[src/rtl/letter_tracker.sv]
// Falling-letter typing game core: holds the on-screen letters, advances them
// once per video frame and resolves keystrokes against the lowest (largest x)
// matching letter.
module letter_tracker #(
  parameter int SLOTS   = 8,
  parameter int X_LIMIT = 480
) (
  input  logic                     clk,
  input  logic                     rst,
  input  logic                     spawn_valid,
  input  logic [7:0]               spawn_ch,
  input  logic [3:0]               spawn_speed,
  input  logic [8:0]               spawn_x,
  input  logic [9:0]               spawn_y,
  output logic                     spawn_ready,
  input  logic                     frame_tick,
  input  logic                     key_valid,
  input  logic [7:0]               key_ch,
  output logic                     key_ready,
  input  logic [$clog2(SLOTS)-1:0] rd_idx,
  output logic                     rd_active,
  output logic [7:0]               rd_ch,
  output logic [8:0]               rd_x,
  output logic [9:0]               rd_y,
  output logic                     hit_pulse,
  output logic                     wrong_pulse,
  output logic                     miss_pulse,
  output logic [15:0]              score,
  output logic [7:0]               miss_count
);

  localparam int IDXW = $clog2(SLOTS);
  localparam int CW   = IDXW + 1;
  localparam logic [IDXW-1:0] LAST_IDX = IDXW'(SLOTS - 1);
  localparam logic [9:0]      XLIM     = 10'(X_LIMIT);

  typedef enum logic [1:0] {
    IDLE,
    MOVE,
    SCAN,
    RESOLVE
  } state_t;

  state_t r_state;
  state_t w_nextState;

  logic            r_active [SLOTS];
  logic [7:0]      r_ch     [SLOTS];
  logic [3:0]      r_speed  [SLOTS];
  logic [8:0]      r_x      [SLOTS];
  logic [9:0]      r_y      [SLOTS];

  logic            r_tickPending;
  logic [7:0]      r_key;
  logic [IDXW-1:0] r_scanIdx;
  logic            r_found;
  logic [IDXW-1:0] r_bestIdx;
  logic [8:0]      r_bestX;
  logic [15:0]     r_score;
  logic [7:0]      r_missCount;
  logic            r_hitPulse;
  logic            r_wrongPulse;
  logic            r_missPulse;

  logic            w_anyFree;
  logic [IDXW-1:0] w_freeIdx;
  logic [9:0]      w_sum [SLOTS];
  logic [SLOTS-1:0] w_fall;
  logic [CW-1:0]   w_fallCount;
  logic [8:0]      w_missSum;
  logic            w_candidate;

  // Lowest-index inactive slot receives the next spawned letter.
  always_comb begin
    w_anyFree = 1'b0;
    w_freeIdx = '0;
    for (int i = SLOTS - 1; i >= 0; i--) begin
      if (!r_active[i]) begin
        w_anyFree = 1'b1;
        w_freeIdx = IDXW'(i);
      end
    end
  end

  // Per-slot advanced position and fall-off detection, evaluated in 10 bits so
  // a letter near the bottom cannot wrap back to the top.
  always_comb begin
    w_fall      = '0;
    w_fallCount = '0;
    for (int i = 0; i < SLOTS; i++) begin
      w_sum[i]  = {1'b0, r_x[i]} + {6'b0, r_speed[i]};
      w_fall[i] = r_active[i] && (w_sum[i] >= XLIM);
      w_fallCount = w_fallCount + {{(CW-1){1'b0}}, w_fall[i]};
    end
  end

  assign w_missSum   = {1'b0, r_missCount} + {{(9-CW){1'b0}}, w_fallCount};
  assign w_candidate = r_active[r_scanIdx] && (r_ch[r_scanIdx] == r_key);

  // State register.
  always_ff @(posedge clk or posedge rst) begin
    if (rst) begin
      r_state <= IDLE;
    end else begin
      r_state <= w_nextState;
    end
  end

  // Next-state and handshake outputs; a pending frame tick wins over a key.
  always_comb begin
    w_nextState = r_state;
    spawn_ready = 1'b0;
    key_ready   = 1'b0;
    case (r_state)
      IDLE: begin
        spawn_ready = w_anyFree;
        key_ready   = !r_tickPending && !frame_tick;
        if (frame_tick || r_tickPending) begin
          w_nextState = MOVE;
        end else if (key_valid) begin
          w_nextState = SCAN;
        end
      end
      MOVE:    w_nextState = IDLE;
      SCAN: begin
        if (r_scanIdx == LAST_IDX) begin
          w_nextState = RESOLVE;
        end
      end
      RESOLVE: w_nextState = IDLE;
      default: w_nextState = IDLE;
    endcase
  end

  // Slot storage, frame movement, keystroke search and score/miss bookkeeping.
  always_ff @(posedge clk or posedge rst) begin
    if (rst) begin
      for (int i = 0; i < SLOTS; i++) begin
        r_active[i] <= 1'b0;
        r_ch[i]     <= '0;
        r_speed[i]  <= '0;
        r_x[i]      <= '0;
        r_y[i]      <= '0;
      end
      r_tickPending <= 1'b0;
      r_key         <= '0;
      r_scanIdx     <= '0;
      r_found       <= 1'b0;
      r_bestIdx     <= '0;
      r_bestX       <= '0;
      r_score       <= '0;
      r_missCount   <= '0;
      r_hitPulse    <= 1'b0;
      r_wrongPulse  <= 1'b0;
      r_missPulse   <= 1'b0;
    end else begin
      r_hitPulse   <= 1'b0;
      r_wrongPulse <= 1'b0;
      r_missPulse  <= 1'b0;

      if (r_state == IDLE && w_nextState == MOVE) begin
        r_tickPending <= 1'b0;
      end else if (frame_tick) begin
        r_tickPending <= 1'b1;
      end

      if (spawn_valid && spawn_ready) begin
        r_active[w_freeIdx] <= 1'b1;
        r_ch[w_freeIdx]     <= spawn_ch;
        r_speed[w_freeIdx]  <= spawn_speed;
        r_x[w_freeIdx]      <= spawn_x;
        r_y[w_freeIdx]      <= spawn_y;
      end

      case (r_state)
        IDLE: begin
          if (w_nextState == SCAN) begin
            r_key     <= key_ch;
            r_scanIdx <= '0;
            r_found   <= 1'b0;
            r_bestIdx <= '0;
            r_bestX   <= '0;
          end
        end
        MOVE: begin
          for (int i = 0; i < SLOTS; i++) begin
            if (r_active[i]) begin
              if (w_fall[i]) begin
                r_active[i] <= 1'b0;
              end else begin
                r_x[i] <= w_sum[i][8:0];
              end
            end
          end
          r_missCount <= w_missSum[8] ? 8'hFF : w_missSum[7:0];
          r_missPulse <= |w_fall;
        end
        SCAN: begin
          if (w_candidate && (!r_found || r_x[r_scanIdx] > r_bestX)) begin
            r_found   <= 1'b1;
            r_bestIdx <= r_scanIdx;
            r_bestX   <= r_x[r_scanIdx];
          end
          r_scanIdx <= r_scanIdx + IDXW'(1);
        end
        RESOLVE: begin
          if (r_found) begin
            r_active[r_bestIdx] <= 1'b0;
            if (r_score != 16'hFFFF) begin
              r_score <= r_score + 16'd1;
            end
            r_hitPulse <= 1'b1;
          end else begin
            r_wrongPulse <= 1'b1;
          end
        end
        default: ;
      endcase
    end
  end

  assign rd_active   = r_active[rd_idx];
  assign rd_ch       = r_ch[rd_idx];
  assign rd_x        = r_x[rd_idx];
  assign rd_y        = r_y[rd_idx];
  assign hit_pulse   = r_hitPulse;
  assign wrong_pulse = r_wrongPulse;
  assign miss_pulse  = r_missPulse;
  assign score       = r_score;
  assign miss_count  = r_missCount;

endmodule

[config.mk]
export PLATFORM = sky130hd
export DESIGN_NAME = letter_tracker
export DESIGN_NICKNAME = d
export VERILOG_FILES = /design/src/rtl/letter_tracker.sv
export SDC_FILE = /design/constraint.sdc
export NUM_CORES = 1
export LEC_CHECK = 0
export CORE_MARGIN = 2
export CORE_UTILIZATION = 61
export DETAILED_ROUTE_END_ITERATION = 12
export PLACE_DENSITY_LB_ADDON = 0.15
export SYNTH_ARGS = -nofsm -noshare
export SYNTH_HDL_FRONTEND = slang
export SYNTH_SLANG_ARGS = --single-unit
export TNS_END_PERCENT = 5
[constraint.sdc]
create_clock -name clk -period 13.6 [get_ports clk]
set_input_delay 2.04 -clock clk [delete_from_list [all_inputs] [get_ports clk]]
set_output_delay 2.04 -clock clk [all_outputs]
set_load 0.01 [all_outputs]
==> metrics.txt <==
CTS Buf Count=36; First DRT Iteration DRCs=1563; CP Data Required Time=11560 ps; die area=31510 sq um; latest clock arrival within the worst-skew pair=550 ps; Power Internal=0.002899 W; busiest layer in global routing=met2; Worst-Margin Slew=1319 ps; die height=177.5 um; Synth Instances=1902; M2 GR Usage=54.10%; unrepaired setup endpoints after global routing=false; post-synth cell types=74; achievable clock frequency=0.1573 GHz; Fin Setup TNS=0 ps; CTS tree=done; Core Area=29640 sq um; sequential area share after synthesis=42.24%; Logic pwr share=43.5%; fin crit period=6358 ps; fin nets=2042; FF-to-FF setup slack=8080 ps; Leak=9.799 nW; post-layout util=69.93%; CP max-delay cell=buf_4; clock root buffer=clkbuf_16; Crit Reg-Reg Startpoint=r_x[45]$_DFF_PP0_; syn_nets=2012; Hold WC Path Type=reg -> reg; Slew Limit Headroom=11.78%; I/O pins=104; clock group share of total power=20.8%; drt first pass iters=6; M3 GR Usage=6.812%; Worst-path clk slew=60 ps; hold-fix buffers at CTS=0; power per cell area=233.2 nW/um^2; Final Setup Violations=0; chip width=177.5 um; Switching Share=40.03%; Syn Area/Cell=9.656 sq um; end of the worst hold path=r_y[11]$_DFFE_PP0P_; Vias/cell=6.362; WS Path Type=in -> out; FF-to-FF path depth=23; antenna violations before repair=2; endpoints failing hold=0; GR Overflow Total=0; PortBufs=103; Reg-to-Reg End=miss_count[7]$_DFFE_PP0P_; dpl hpwl=35460 um; worst hold start=r_y[11]$_DFFE_PP0P_; DRT Wirelength=53160 um; crit-path cells=buf_4 -> mux4_2 -> mux2_2 -> clkdlybuf4s50_1; Hold WS=462.3 ps; H-tree depth=2; number of synthesized flops with an enable pin=0; startpoint types=input port; post-cts sizing count=0; Rows=63; area added between synthesis and finish=12.86%; starting density of the core=61.96%; Synth async-reset ratio=100.0%; Slew Viols, Final=0; Flop pwr share=35.6%; ys flop type=dfrtp_1; share of post-route cells with drive strength above 1=14.04%; MaxCap Viol Count=0; post-CTS setup buffers=0; Worst Skew=20.16 ps; gpl congestion=0.9647; DRC violations left=0; delay of the slowest critical-path stage=810 ps; WHS Path Cells=2; VDD IR max=149.9 uV; total track usage=34.76%; Final Cycle Share=46.75%; GR Layer Usage met1=47.70%; largest net degree at the start of global routing=105; P_sw=0.001935 W; worst path bufs/invs=2; flip-flop and latch count after synthesis=310; dpl ws=7232 ps; CTS sink cnt=310; via count=14956; average wire per standard cell=22.61 um; Final WS setup=7242 ps; CP Capture Type=output pin; CP top delay family=buffers and inverters; status=completed; Post-DRT Antenna Nets=0; global-route wire length before repair=83550 um; vias in the first global route=14823; synthesized area=18370 sq um; Syn. warnings=0; Max FO, Critical Path=56; Critical Path AT=4320 ps; buffer levels on the longest clock path=3
[state kept, by name, indices dropped and copies added (netlist names)]
signal / flops
r_bestX: 9
r_tickPending: 1
r_found: 1
r_scanIdx: 3
r_bestIdx: 3
r_key: 8
miss_count: 8
r_active: 8
hit_pulse: 1
r_state: 2
r_x: 72
r_y: 80
wrong_pulse: 1
r_speed: 32
r_ch: 64
miss_pulse: 1
score: 16
[how the worst max path moves through the flow]
stage	startpoint	to	slack, ps	cells after the start
5_1_grt	rd_idx[0]	rd_y[6]	7090	4
3_5_place_dp	rd_idx[0]	rd_y[6]	7230	4
2_1_floorplan	rst	hit_pulse$_DFF_PP0_	2990	1
3_3_place_gp	rd_idx[0]	rd_y[6]	7290	4
6_report	rd_idx[0]	rd_x[3]	7240	4
4_1_cts	rd_idx[0]	rd_y[6]	7230	4
[power by group through the flow]
stage          combinational (W)  clock [W]  sequential, W
2_1_floorplan            0.00161          0        0.00151
3_3_place_gp             0.00200          0        0.00169
3_5_place_dp             0.00208          0        0.00171
4_1_cts                  0.00209    0.00101        0.00170
5_1_grt                  0.00232    0.00105        0.00176
6_report                 0.00211    0.00101        0.00172
[cell families after synthesis]
family	synth area share, %
xor+xnor	2.003
buf+inv	4.633
flops	42.24
compound gates	9.286
fa+ha+maj	4.824
simple gates	19.31
mux	17.70
[worst min-delay path, stage by stage, from the launching register on]
cell and delay, ps:
dfrtp_1 340, nand2_1 50, nand2_1 50
[routing by layer]
layer | wire length, um | up-vias | share of wire [%]
met2 | 24560 | 785 | 46
met1 | 20830 | 7377 | 39
met4 | 2456 | 0 | 4.6
met3 | 5321 | 144 | 10
met5 | 0 | - | 0
li1 | - | 6650 | -
[layout make-up]
type	instances	area [sq um]
inverter	61	236.5
sequential	310	7759
fill	2320	8911
timing repair buffer	130	1221
clock inverter	15	160.2
tap	390	488.0
multi-input combinational	1393	9783
antenna	2	5.005
clock buffer	50	1075
[synthesized netlist by cell type, types with 20 or more instances]
cell | count | area share [%]
o21ai_0 | 41 | 1.1
clkbuf_1 | 88 | 1.8
mux4_2 | 86 | 11
buf_4 | 23 | 0.94
nand4_1 | 27 | 0.92
xnor2_1 | 23 | 1.1
nand2_1 | 625 | 13
buf_1 | 23 | 0.47
a21o_1 | 20 | 0.82
nor2_1 | 69 | 1.4
dfrtp_1 | 310 | 42
o21a_1 | 20 | 0.82
a21oi_1 | 40 | 1.1
inv_1 | 60 | 1.2
mux2_2 | 56 | 3.4
nand3_1 | 38 | 1.0
ha_1 | 50 | 3.4
mux2i_1 | 45 | 2.5
[placed cells by master (no fill, tap or decap), drive strengths merged, types with 7 or more instances in the layout]
master           n
ha              50
nand3           38
o21ai           45
mux2i           45
inv             63
buf             30
a21o            20
nand2b          11
o221a           16
clkinv           9
nor2            69
and3             8
mux4            92
and2             9
o21a            20
a21oi           40
a211oi          12
dfrtp          310
a31oi           19
clkdlybuf4s50  100
nor3            18
mux2            61
nand4           27
xnor2           23
nand2          625
nor2b           16
o22ai            7
xor2            19
fa              13
clkbuf          50
[stage by stage]
stage                     std cells  instance area (sq um)  power (W)
after floorplan                1902                  18370   0.003121
after global placement         2284                  19490   0.003693
after detailed placement       2284                  19490   0.003789
after CTS                      2349                  20720   0.004806
after global routing           2351                  20730   0.005134
final                          2351                  20730   0.004834
(Power assumes the default switching activity.)
